$ cat src/rtl/paralelo_serial_tx_pkg.sv
// Shared constants and types for the parallel-to-serial transmitter.
//   COMMA / IDLE : control words sent during preamble / when no data is valid
//   N_COMMA      : number of commas in the link-up preamble
//   WORD_W       : parallel word width; CNT_W is the bit counter width
//   state_t      : link FSM states
package paralelo_serial_tx_pkg;

  localparam int unsigned WORD_W  = 8;
  localparam int unsigned CNT_W   = $clog2(WORD_W);
  localparam int unsigned N_COMMA = 4;

  localparam logic [WORD_W-1:0] COMMA = 8'hBC;
  localparam logic [WORD_W-1:0] IDLE  = 8'h7C;

  typedef enum logic {
    INIT,
    ACTIVE
  } state_t;

endpackage

$ cat src/rtl/paralelo_serial_tx_shift8.sv
// 8-bit MSB-first shift register with its bit counter.
//   clk_32f  : serial bit clock
//   reset_L  : asynchronous active-low reset
//   load     : load word and restart the counter on this edge
//   word     : parallel word to load
//   serial   : current serial bit (shift register MSB)
//   bit_cnt  : index of the bit currently on serial (0 = bit 7 of the word)
module serial_shift8
  import paralelo_serial_tx_pkg::*;
(
  input  logic              clk_32f,
  input  logic              reset_L,
  input  logic              load,
  input  logic [WORD_W-1:0] word,
  output logic              serial,
  output logic [CNT_W-1:0]  bit_cnt
);

  logic [WORD_W-1:0] shift_q;
  logic [CNT_W-1:0]  cnt_q;

  // Counter resets to the last bit index so the first edge after release is a load edge.
  always_ff @(posedge clk_32f or negedge reset_L) begin
    if (!reset_L) begin
      shift_q <= '0;
      cnt_q   <= CNT_W'(WORD_W - 1);
    end else if (load) begin
      shift_q <= word;
      cnt_q   <= '0;
    end else begin
      shift_q <= {shift_q[WORD_W-2:0], 1'b0};
      cnt_q   <= cnt_q + CNT_W'(1);
    end
  end

  assign serial  = shift_q[WORD_W-1];
  assign bit_cnt = cnt_q;

endmodule

$ cat src/rtl/paralelo_serial_tx.sv
// Parallel-to-serial link transmitter. After reset it sends a preamble of N_COMMA
// comma words, then enters ACTIVE and sends data_in when valid_in is set, IDLE otherwise.
//   clk_32f    : serial bit clock (8x word rate)
//   reset_L    : asynchronous active-low reset
//   data_in    : parallel word from upstream, sampled on load edges only
//   valid_in   : word qualifier, sampled on load edges only
//   data_out   : serial line, MSB first
//   word_start : high while bit 7 of a word is on data_out
//   active_out : high once the preamble is committed (state ACTIVE)
module paralelo_serial_tx
  import paralelo_serial_tx_pkg::*;
(
  input  logic              clk_32f,
  input  logic              reset_L,
  input  logic [WORD_W-1:0] data_in,
  input  logic              valid_in,
  output logic              data_out,
  output logic              word_start,
  output logic              active_out
);

  logic [CNT_W-1:0]  bit_cnt;
  logic              load;
  logic [WORD_W-1:0] next_word;

  state_t     state_q, state_d;
  logic [1:0] comma_cnt_q, comma_cnt_d;

  assign load = (bit_cnt == CNT_W'(WORD_W - 1));

  serial_shift8 u_shift (
    .clk_32f (clk_32f),
    .reset_L (reset_L),
    .load    (load),
    .word    (next_word),
    .serial  (data_out),
    .bit_cnt (bit_cnt)
  );

  always_ff @(posedge clk_32f or negedge reset_L) begin
    if (!reset_L) begin
      state_q     <= INIT;
      comma_cnt_q <= '0;
    end else begin
      state_q     <= state_d;
      comma_cnt_q <= comma_cnt_d;
    end
  end

  always_comb begin
    state_d     = state_q;
    comma_cnt_d = comma_cnt_q;
    next_word   = COMMA;
    unique case (state_q)
      INIT: begin
        // The last comma is loaded on the same edge that commits to ACTIVE.
        if (load) begin
          comma_cnt_d = comma_cnt_q + 2'd1;
          if (comma_cnt_q == 2'(N_COMMA - 1)) begin
            state_d = ACTIVE;
          end
        end
      end
      ACTIVE: begin
        next_word = valid_in ? data_in : IDLE;
      end
    endcase
  end

  assign word_start = (bit_cnt == '0);
  assign active_out = (state_q == ACTIVE);

endmodule

$ cat config.mk
export PLATFORM = sky130hd
export DESIGN_NAME = paralelo_serial_tx
export DESIGN_NICKNAME = d
export VERILOG_FILES = /design/src/rtl/paralelo_serial_tx_pkg.sv /design/src/rtl/paralelo_serial_tx_shift8.sv /design/src/rtl/paralelo_serial_tx.sv
export SDC_FILE = /design/constraint.sdc
export NUM_CORES = 1
export LEC_CHECK = 0
export BUFFER_PORTS_ARGS = -buffer_cell sky130_fd_sc_hd__buf_2
export CAP_MARGIN = 5
export CORE_ASPECT_RATIO = 1.5
export CORE_MARGIN = 2
export CORE_UTILIZATION = 30
export CTS_CLUSTER_SIZE = 10
export DETAILED_ROUTE_END_ITERATION = 7
export HOLD_SLACK_MARGIN = 0.12
export PLACE_DENSITY = 0.53
export SYNTH_ARGS = -nofsm -noshare
export SYNTH_HDL_FRONTEND = slang
export SYNTH_SLANG_ARGS = --single-unit
$ cat constraint.sdc
create_clock -name clk_32f -period 2.1 [get_ports clk_32f]
set_input_delay 0.105 -clock clk_32f [delete_from_list [all_inputs] [get_ports clk_32f]]
set_output_delay 0.105 -clock clk_32f [all_outputs]
set_load 0.02 [all_outputs]
**Word-level counts from Yosys, hierarchy flattened**

Index checks and enable logic that the tools add are counted.

- Register bits after elaboration: 14
- Output and inout bits: 3

- Add/sub/neg operators: 2
- Equality and inequality tests: 2
- Muxes and demuxes: 7
- Bitwise gates (word level): 1
- Reductions and logical operators: 2

Operators with widths:

| cell | count |
|---|---|
| 8-bit 2-to-1 mux | 3 |
| 3-bit by 1-bit adder with 3-bit output, second input constant | 1 |
| 3-bit == test, second input constant | 1 |
| 3-bit logical NOT | 1 |
| 1-bit 2-to-1 mux | 3 |
| 3-bit 2-to-1 mux | 1 |
| 2-bit by 1-bit adder with 2-bit output, second input constant | 1 |
| 2-bit == test, second input constant | 1 |
| 2-bit AND reduction | 1 |
| 1-bit NOT | 1 |

**Logic depth before layout (Yosys ltp)**

- Word-level depth: 4
- Depth in mapped cells: 5

**Modules after synthesis**

From an unflattened synthesis, not the netlist that was laid out.

- Cell total of the unflattened synthesis: 46
- Area total of the unflattened synthesis: 654.4 µm²

Modules (own cells, without submodules):

| module | instances | cells each | area an instance (µm²) | seq. area each (µm²) |
|---|---|---|---|---|
| serial_shift8 | 1 | 25 | 436.7 | 279.0 |
| paralelo_serial_tx | 1 | 21 | 217.7 | 75.1 |

**Least setup slack after synthesis**

No wires, ideal clock.

- Kind: register -> register
- From: register u_shift.cnt_q[0], in the netlist u_shift.bit_cnt[0]
- To: register comma_cnt_q[1]
- Library setup time: 0.125 ns
- Arrival: 1.402 ns
- Slack: 0.573 ns
- Cell stages (with the launch flop): 5
- Path buffers: 0
- Period minus slack after synthesis: 1.527 ns
- Cell sequence: dfstp_2 > ha_1 > ha_1 > nor2b_4 > mux2_4

- Longest elaborated chain between the ends: 2

RTL lines:

| item | line | source |
|---|---|---|
| start, declared | paralelo_serial_tx_shift8.sv:20 | `logic [CNT_W-1:0] cnt_q;` |
| start signal, assigned | paralelo_serial_tx_shift8.sv:26 | `cnt_q <= CNT_W'(WORD_W - 1);` |
| start signal, assigned | paralelo_serial_tx_shift8.sv:32 | `cnt_q <= cnt_q + CNT_W'(1);` |
| 3-bit == test | paralelo_serial_tx.sv:29 | `assign load = (bit_cnt == CNT_W'(WORD_W - 1));` |
| 2-bit AND reduction (no line) | -- |  |
| end signal, assigned | paralelo_serial_tx.sv:46 | `comma_cnt_q <= comma_cnt_d;` |
| end, declared | paralelo_serial_tx.sv:27 | `logic [1:0] comma_cnt_q, comma_cnt_d;` |

Every way passes these cells.
A chain may end at the register's enable or synchronous reset.

**Worst setup path after layout**

Ends and elaborated chain as after synthesis.

==> results.py <==
metrics = {
    "cts": {
        "clkSinkCount": 14,
        "numCtsBuffers": 3,
        "htreeDepth": 1,
        "clk-insertion-delay-late_ns": 0.27,
        "clockBufferDepth": 2,
        "cts_tree": "done",
        "cts-root-buf": "clkbuf_4",
        "postCtsResizedCells": 0,
        "path_clk_slew_ns": 0.09,
    },
    "routing": {
        "finalWirelength_um": 1110,
        "drtPass1Iterations": 3,
        "ant_nets": 0,
        "drc": 0,
        "vias": 438,
        "routedWlPerCell_um": 10.8,
        "drt_iter0_drc": 9,
        "via_per_inst": 4.29,
    },
    "flow_run": {
        "drv_cap": 0,
    },
    "synthesis": {
        "synth_area_leaders": "dfrtp_1, dfstp_2, ha_1",
        "synth_area_leader_cell": "dfrtp_1",
        "ys_warn_count": 0,
        "synthesis.area_um2": 611,
        "avgSynthCellArea_um2": 11.5,
        "synth_cells": 53,
        "seq_area_frac_synth": 0.580,
        "synth_seq_cells": 14,
        "yosysTopAreaCellShare": 0.451,
        "syn_nets": 69,
        "synth.distinct_cells": 18,
    },
    "critical_path": {
        "startpoint_type": "flip-flop",
        "critPathArrivalTime_ns": 1.62,
        "endpoint_kind": "flip-flop",
        "required_ns": 2.26,
        "crit_chain": "ha_1 > ha_1 > nor2b_4 > mux2_4",
        "cp.buffers_inverters": 0,
        "crit_family": "flip-flops",
        "critPathKind": "flip-flop to flip-flop",
        "cp_slowest_cell": "dfstp_2",
        "cp_common_cell": "ha_1",
        "slowest_delay_ns": 0.55,
        "path_max_fanout": 3,
    },
    "floorplanning": {
        "start_util": 0.309,
        "io-pin-count": 14,
        "die_h_um": 59.3,
        "dieArea_um2": 2420,
        "rows": 20,
        "core_area_um2": 1980,
        "die_x_um": 40.8,
    },
    "timing": {
        "finalMaxSlewViolations": 0,
        "timing.fmax_mhz": 686,
        "worst_pin_slew_ns": 0.316,
        "hold_viol_final": 0,
        "period_minus_slack_ns": 1.46,
        "rsz0062_at_grt": "false",
        "setup_viol": 0,
        "relSlewSlack": 0.789,
        "fin_crit_sh": 0.694,
        "finClkSkew_ns": 0.00471,
        "finalSetupTns_ns": 0,
        "fin_ws_ns": 0.643,
    },
    "power_and_ir_drop": {
        "switching_share": 0.204,
        "pwr-share-seq": 0.546,
        "power_density_nw_per_um2": 607,
        "internal-power_uw": 406,
        "power.share.combinational": 0.082,
        "ir_worst_vdd_mv": 0.253,
        "total_power_uw": 510,
        "switchingPower_uw": 104,
        "pwr-share-clk": 0.373,
        "p_leak_nw": 0.429,
    },
    "grt": {
        "grt_first_pass_wirelength_um": 1620,
        "grt_max_degree": 16,
        "grt_util_all_layers": 0.105,
        "antenna_found_initial": 0,
        "grt_pass1_vias": 417,
        "grt_overflow_total": 0,
    },
    "min_path": {
        "hold_path.class": "primary input to flip-flop",
    },
    "finish": {
        "finalInstanceArea_um2": 840,
        "nFillCells": 197,
        "most-common-layout-cells": "buf_2, dfrtp_1, dlygate4sd3_1",
        "drive_gt1_frac": 0.300,
        "n_antenna_cell": 0,
        "syn_to_final_growth_pct": 37.5,
        "final_common_cell": "buf_2",
        "fin_nets": 97,
    },
    "place": {
        "place_ws_ns": 0.655,
        "place_area_um2": 703,
        "gp_congestion": 0.657,
        "port_buffers": 13,
    },
    "status": {
        "run_status": "finished clean",
    },
}
==> Yosys cell counts <==
library cell / instances
inv_1: 8
nand2_1: 2
o22ai_1: 1
a21o_1: 1
dfrtp_1: 11
xor2_1: 1
nor2b_4: 1
nand4_1: 1
and3_1: 1
o21ai_0: 1
mux2_4: 1
ha_1: 5
buf_4: 1
dfstp_2: 3
nor2b_1: 3
nor2_1: 6
and2_2: 1
a31oi_1: 5
==> stage by stage <==
step,instances,hold slack (ns),utilization
final,102,0.122,0.425
after global routing,102,0.134,0.425
after CTS,102,0.121,0.425
after detailed placement,88,0.0158,0.356
after global placement,88,0.0154,0.356
after floorplan,53,-0.191,-
==> metal layers <==
layer	part of all wire	track usage	up-vias	wire (um)
li1	-	-	226	-
met1	0.45	0.108	201	503
met2	0.50	0.167	9	548
met3	0.033	0.0338	2	37
met4	0.015	0.0714	0	17
met5	0	0	-	0
==> power groups by stage <==
stage	combinational (mW)	clock, mW	sequential, mW
CTS	0.0425	0.196	0.278
global placement	0.0279	0	0.283
finish	0.0416	0.190	0.278
floorplan	0.00916	0	0.284
detailed placement	0.0283	0	0.284
global route	0.0465	0.209	0.279
==> final timing paths <==
path | endpoint | slack (ns) | cells after the start | startpoint
max reg2reg | comma_cnt_q[1] | 0.64 | 4 | u_shift.bit_cnt[0]
max in group asynchronous | u_shift.bit_cnt[1] | 1.56 | 2 | reset_L
min in group asynchronous | u_shift.shift_q[3] | 0.25 | 2 | reset_L
min | u_shift.shift_q[1] | 0.12 | 3 | valid_in
min reg2reg | comma_cnt_q[0] | 0.48 | 1 | comma_cnt_q[0]
max | comma_cnt_q[1] | 0.64 | 4 | u_shift.bit_cnt[0]
==> registers in the layout (all words and copies together), names as in the netlist <==
| name | count |
|---|---|
| active_out | 1 |
| u_shift.shift_q | 8 |
| comma_cnt_q | 2 |
| u_shift.bit_cnt | 3 |
==> layout make-up <==
cell class	instances	area, um2	share of cell area
Clock buffer	4	36.3	0.0432
Inverter	8	30.0	0.0358
Sequential cell	14	354	0.422
Tap cell	22	27.5	0.0328
Multi-Input combinational cell	30	219	0.261
Timing Repair Buffer	24	173	0.206
==> kinds of logic after synthesis <==
family,synth area share
buffers and inverters,0.0615
adders and majority gates,0.102
DFF,0.580
AOI/OAI and AO/OA,0.0820
muxes,0.0246
xor gates and xnor gates,0.0143
and+or+nand+nor,0.135
==> timing repair <==
action	CTS	global route
hold buffers	10	0
endpoints found under the hold margin	22	0
buffers inserted	0	0
==> worst register-to-register path, stage by stage, from the launching register on <==
cell,delay [ns]
dfstp_2,0.55
ha_1,0.17
ha_1,0.16
nor2b_4,0.16
mux2_4,0.30
(Power assumes the default switching activity.)
